[config.mk]
export PLATFORM = sky130hd
export DESIGN_NAME = i2c_slave_ctrl
export DESIGN_NICKNAME = d
export VERILOG_FILES = /design/src/rtl/i2c_pkg.sv /design/src/rtl/i2c_slave_ctrl.sv
export SDC_FILE = /design/constraint.sdc
export NUM_CORES = 1
export LEC_CHECK = 0
export BUFFER_PORTS_ARGS = -buffer_cell sky130_fd_sc_hd__buf_2
export CORE_AREA = 2 2 39 41
export CTS_CLUSTER_SIZE = 25
export DETAILED_ROUTE_END_ITERATION = 12
export DIE_AREA = 0 0 41 43
export GPL_ROUTABILITY_DRIVEN = 1
export GPL_TIMING_DRIVEN = 1
export PLACE_DENSITY_LB_ADDON = 0.3
export SYNTH_ARGS = -nofsm -noshare
export SYNTH_HDL_FRONTEND = slang
export SYNTH_SLANG_ARGS = --single-unit
[constraint.sdc]
create_clock -name clk -period 1.4 [get_ports clk]
set_input_delay 0.21 -clock clk [delete_from_list [all_inputs] [get_ports clk]]
set_output_delay 0.21 -clock clk [all_outputs]
set_load 0.005 [all_outputs]
[src/rtl/i2c_pkg.sv]
// rtl/i2c_pkg.sv - shared types and SDA mux codes for the I2C slave controller
package i2c_pkg;

    typedef enum logic [3:0] {
        IDLE      = 4'd0,
        ADDR_RX   = 4'd1,
        ADDR_CHK  = 4'd2,
        ACK_ADDR  = 4'd3,
        NACK_ADDR = 4'd4,
        LOAD      = 4'd5,
        SEND      = 4'd6,
        REL_SDA   = 4'd7,
        CHK_MACK  = 4'd8,
        MACK_OK   = 4'd9,
        POP       = 4'd10,
        MNACK     = 4'd11
    } state_t;

    localparam logic [1:0] SDA_IDLE = 2'd0;
    localparam logic [1:0] SDA_ACK  = 2'd1;
    localparam logic [1:0] SDA_NACK = 2'd2;
    localparam logic [1:0] SDA_TX   = 2'd3;

endpackage

[src/rtl/i2c_slave_ctrl.sv]
// rtl/i2c_slave_ctrl.sv - sequencing FSM for the read-only I2C slave
module i2c_slave_ctrl
    import i2c_pkg::*;
(
    input  logic       clk,
    input  logic       n_rst,
    input  logic       start_found,
    input  logic       stop_found,
    input  logic       byte_received,
    input  logic       ack_prep,
    input  logic       check_ack,
    input  logic       ack_done,
    input  logic       sda_in,
    input  logic       address_match,
    input  logic       rw_mode,
    input  logic       tx_fifo_empty,
    output logic       rx_enable,
    output logic       tx_enable,
    output logic       load_data,
    output logic       read_enable,
    output logic [1:0] sda_mode
);

    state_t state;
    state_t next_state;

    always_ff @(posedge clk or negedge n_rst) begin
        if (!n_rst) begin
            state <= IDLE;
        end else begin
            state <= next_state;
        end
    end

    // Bus conditions override any timer-driven step; STOP beats a coincident START.
    always_comb begin
        next_state = state;
        if (stop_found) begin
            next_state = IDLE;
        end else if (start_found) begin
            next_state = ADDR_RX;
        end else begin
            case (state)
                IDLE:      next_state = IDLE;
                ADDR_RX:   if (byte_received) next_state = ADDR_CHK;
                ADDR_CHK:  if (ack_prep)
                               next_state = (address_match && rw_mode) ? ACK_ADDR : NACK_ADDR;
                ACK_ADDR:  if (ack_done) next_state = LOAD;
                NACK_ADDR: if (ack_done) next_state = IDLE;
                LOAD:      next_state = SEND;
                SEND:      if (byte_received) next_state = REL_SDA;
                REL_SDA:   if (ack_prep) next_state = CHK_MACK;
                CHK_MACK:  if (check_ack) next_state = sda_in ? MNACK : MACK_OK;
                MACK_OK:   if (ack_done) next_state = POP;
                POP:       next_state = LOAD;
                MNACK:     if (ack_done) next_state = IDLE;
                default:   next_state = IDLE;
            endcase
        end
    end

    always_comb begin
        rx_enable   = 1'b0;
        tx_enable   = 1'b0;
        load_data   = 1'b0;
        read_enable = 1'b0;
        sda_mode    = SDA_IDLE;
        case (state)
            ADDR_RX:   rx_enable = 1'b1;
            ACK_ADDR:  sda_mode = SDA_ACK;
            NACK_ADDR: sda_mode = SDA_NACK;
            LOAD:      load_data = 1'b1;
            SEND: begin
                tx_enable = 1'b1;
                sda_mode  = SDA_TX;
            end
            // An empty FIFO still gets a load (don't-care data) but never a pop.
            POP:       read_enable = !tx_fifo_empty;
            default: ;
        endcase
    end

endmodule

; Word level (Yosys, flattened, before mapping)
; Index checks and enable logic that the tools add are counted.
[op_classes]
n_reduce_logical = 4
muxes = 18
eq_ne = 19
[ops]
columns = operator, n
row1 = 4-bit two-way mux, 10
row2 = 4-bit one-hot mux with 10 select lines, 1
row3 = 4-bit != test (second input constant), 7
row4 = 4-bit by 3-bit equality test with 1-bit output (second input constant), 4
row5 = 4-bit equality test (second input constant), 4
row6 = 4-bit by 2-bit equality test with 1-bit output (second input constant), 2
row7 = 8-bit AND reduction, 1
row8 = 2-bit one-hot mux with 3 select lines, 1
row9 = 4-bit by 1-bit equality test with 1-bit output (second input constant), 1
row10 = 1-bit two-way mux, 4
row11 = 4-bit by 1-bit != test with 1-bit output (second input constant), 1
row12 = 3-bit two-way mux, 1
row13 = 2-bit two-way mux, 1
row14 = 2-bit OR reduction, 1
row15 = 1-bit logical AND, 1
row16 = 1-bit zero test, 1
[word_totals]
output_inout_bits = 6
reg_bits = 4
input_bits = 12
wordCells = 42

; Longest topological paths before layout
[logic_depth]
ltp_word = 6
mapped_depth = 5
depth_no_buf = 4

; Worst setup path after synthesis
; Ideal clock, no wire load.
[synth_path]
path_type = register -> register
startpoint = reg state[1]
endpoint = reg state[3]
stages_incl_launch_ff = 5
t_required_ns = 1.279
setup_ns = 0.121
arrival_ns = 1.415
path_slack_ns = -0.136
synth_period_minus_slack_ns = 1.536
n_path_buf = 0
path_cell_list = dfrtp_1 > or4b_1 > a31oi_2 > nor4_4 > a22o_1
[synth_via]
elab_chain_len = 5
elab_cells_between_ends = 24
cone_classes = eq/ne (19) / mux (3) / reduce/logical (2)
[synth_rtl]
columns = element, line_no
row1 = start: declaration, i2c_slave_ctrl.sv:24  ; state_t state;
row2 = start signal: assignment, i2c_slave_ctrl.sv:31  ; state <= next_state;
row3 = 4-bit equality test or 4-bit by 3-bit equality test with 1-bit output (tied branches), i2c_slave_ctrl.sv:43  ; case (state)
row4 = 2-bit OR reduction (no source line), --
row5 = 4-bit one-hot mux with 10 select lines, i2c_slave_ctrl.sv:43
row6 = 4-bit two-way mux, i2c_slave_ctrl.sv:40  ; end else if (start_found) begin
row7 = 4-bit two-way mux, i2c_slave_ctrl.sv:38  ; if (stop_found) begin
; Parallel ways exist; a longest one is shown, timed or not.
; A chain may end at the register's enable or synchronous reset.

; Worst setup path after layout
[layout_path]
startpoint = reg state[2]
endpoint = reg state[3]
; The elaborated chain is that of the path after synthesis.

==> key figures <==
Synth
  • Most frequent cell after synthesis: nor2_1
  • Synth top area share: 21.0%
  • EDFF count, synth: 0
  • Top FF cell, synth: dfrtp_1
  • Largest area contributor in the synthesized netlist: dfrtp_1
  • Synth top cells by count: nor2_1 (6), a21oi_1 (5), nand2b_1 (5), nor3_1 (5)
  • Post-synth net total: 72
  • Post-Syn Instances: 60
  • Mean cell area of the mapped netlist: 7.95 um2
  • Number of different library cells in the post-synthesis netlist: 26
  • Synth warn: 0
  • Synthesized area: 477 um2
  • Top cells by area, synth: dfrtp_1 (21%), nand2b_1 (6.6%), mux2i_1 (6.3%), a21oi_1 (5.2%), nor3_1 (5.2%)
  • Synth async-reset ratio: 100%
  • Synth Register Bits: 4
  • Post-synthesis sequential area ratio: 21.0%

Global route
  • Largest net degree at the start of global routing: 10
  • First-pass GRT wire length: 2.26 mm
  • GR Overflow Total: 0
  • Initial antenna violation count: 0
  • Number of global-route vias before repair: 540
  • Gr usage total: 19.4%

Critical path
  • Worst Setup End Kind: flip-flop
  • R2R Setup Slk: -0.17 ns
  • CP Cell Sequence: or4b_4 > a31oi_4 > nor4_4 > a22o_1
  • Worst EP required: 1.53 ns
  • Worst setup path class: reg2reg
  • Setup crit start kind: flip-flop
  • Crit-path slowest cell: or4b_4
  • Crit-path max cell delay: 0.54 ns
  • Crit path DAT: 1.70 ns
  • Buf/Inv on CP: 0
  • Reg2Reg Launch Point: state[2]
  • Top cell family by delay on the critical path: simple AND/OR/NAND/NOR gates
  • Reg-to-reg endpoint: state[3]
  • Reg2Reg Depth: 4
  • Critical Path Fanout Max: 5

Worst hold path
  • Hold path endpoint: state[0]
  • Min-delay worst type: in2reg
  • Hold_sp: stop_found
  • Worst hold path stage count: 4

Placed design
  • IO Port Bufs: 17
  • Final HPWL DP: 966 um
  • GP Congestion: 0.790

Cells and area
  • FILL cells: 114
  • Area Growth Syn to Fin: 80.3%
  • Fraction of layout cells with a size suffix above 1: 57.7%
  • Core Util, Final: 62.1%
  • Nets@finish: 111
  • Biggest regs: state: 4 flops
  • Ant diodes: 0
  • Largest register FFs: 4
  • Top reg by flops: state

Drt
  • Final ANT Viol Nets: 0
  • Drt drc: 0
  • Number of DRC violations after detailed-routing iteration 0: 11
  • Vias per cell: 5.24
  • Vias: 592
  • Total Wirelength: 1.47 mm
  • Drt wl/cell: 13.0 um
  • Router iterations before antenna repair: 4

CTS
  • Worst-Skew Late Latency: 0.24 ns
  • Clock-pin slew on the worst setup and hold paths: 0.04 ns
  • Cts bufs inserted: 3
  • Clock H-tree levels: 1
  • CTS max path bufs: 2
  • CTS tree: done
  • Root Driver: clkbuf_4
  • Clock net sink count: 4

STA
  • Part of the cycle the worst path needs: 112%
  • Setup ws final: -0.170 ns
  • Peak Freq: 0.637 GHz
  • Min Hold Slack: 0.281 ns
  • # setup viols final: 8
  • Hold Vio Cnt, Final: 0
  • Min cycle time layout: 1.57 ns
  • Final setup skew: 0.00750 ns
  • Slew @ Worst Pin: 0.355 ns
  • Unrepaired setup endpoints after global routing: yes
  • Max-slew violations: 0
  • Max_slew headroom: 76.1%

Power and ir drop
  • Switching power: 154 uW
  • Power Internal: 345 uW
  • Power Density: 581 nW/um2
  • Worst ir drop on vdd: 0.324 mV
  • Clock power share: 29.3%
  • Net Sw Frac: 30.9%
  • Combinational share of power: 43.9%
  • Flop pwr share: 26.8%
  • Lkg Pwr: 0.374 nW

Die
  • Initial Util: 34.4%
  • Row Count: 14
  • Die width: 41 um
  • I/O pin count: 18
  • Placeable core area: 1380 um2
  • Die area: 1760 um2
  • Chip height: 43 um

Status
  • Run status: finished, violations left
  • Failing checks: setup timing

Flow run
  • Max-Cap Viols: 0
area by class of cell:
cell class / instances / area (um2) / area share, %
multi-input cells: 50 / 425 / 49.5
repair buffers: 38 / 283 / 32.9
clock buffers: 3 / 22.5 / 2.62
inverters: 2 / 7.51 / 0.873
well taps: 16 / 20.0 / 2.33
flip-flops and latches: 4 / 101 / 11.8
cell families after synthesis:
family / Yosys count / synth area share [%]
and+or+nand+nor: 30 / 41.7
DFF: 4 / 21.0
xor gates and xnor gates: 1 / 1.84
buffers and inverters: 6 / 5.78
muxes: 3 / 6.30
AOI/OAI and AO/OA: 16 / 23.4
placed cells by master, fill, tap and decap left out, types with 2 or more instances in the layout:
cell      Yosys  final
or3b_1        2      2
nor2_1        6      5
dfrtp_1       4      3
nand2b_4      0      4
nor3_1        5      3
a21oi_1       5      4
nand2_1       4      4
a211oi_1      2      2
nor3_2        0      2
buf_4         0     10
clkbuf_4      0      3
mux2i_1       3      3
buf_2         4     17
o21ai_0       4      4
buf_6         0     10
per-stage QoR:
step / TNS [ns] / power, mW / worst slack, ns / std cells / area (um2)
3_5_place_dp: -0.476 / 0.293 / -0.136 / 105 / 682
4_1_cts: -0.918 / 0.480 / -0.158 / 112 / 821
6_report: -0.891 / 0.499 / -0.170 / 113 / 860
5_1_grt: -1.30 / 0.526 / -0.219 / 113 / 860
3_3_place_gp: -0.339 / 0.290 / -0.0939 / 105 / 682
2_1_floorplan: -0.210 / 0.214 / -0.0847 / 60 / 477
power groups by stage:
stage | clock network [mW] | logic [mW] | registers, mW
4_1_cts | 0.150 | 0.198 | 0.132
3_5_place_dp | 0 | 0.161 | 0.132
2_1_floorplan | 0 | 0.0819 | 0.132
3_3_place_gp | 0 | 0.160 | 0.130
5_1_grt | 0.155 | 0.237 | 0.134
6_report | 0.146 | 0.219 | 0.134
per-layer routing:
layer	GRT usage, %	wire, um	share of wire, %	up-vias
met1	21.8	623	42	267
met4	12.0	38	2.6	0
met5	0	0	0	-
met2	32.5	753	51	19
li1	-	-	-	300
met3	1.57	57	3.9	6
worst max path at each step:
stage               startpoint       end  cells after the start
floorplan             state[0]  state[3]                      4
global placement      state[2]  state[3]                      4
detailed placement    state[2]  state[3]                      4
CTS                   state[2]  state[3]                      4
global route          state[1]  state[3]                      4
finish                state[2]  state[3]                      4
repair_timing:
| action | CTS | global route |
|---|---|---|
| pin swaps | 2 | 3 |
| endpoints found under the hold margin | 4 | 0 |
| hold buffers | 1 | 0 |
| resized for setup | 18 | 8 |
| setup buffers | 3 | 1 |
| endpoints found under the setup margin | 9 | 10 |
worst reg2reg max path, delay by kind of cell (launching register included):
| family | cells | cell delay (ns) |
|---|---|---|
| flops | 1 | 0.44 |
| compound gates | 2 | 0.39 |
| simple gates | 2 | 0.63 |
Power figures use the tool's default switching activity.
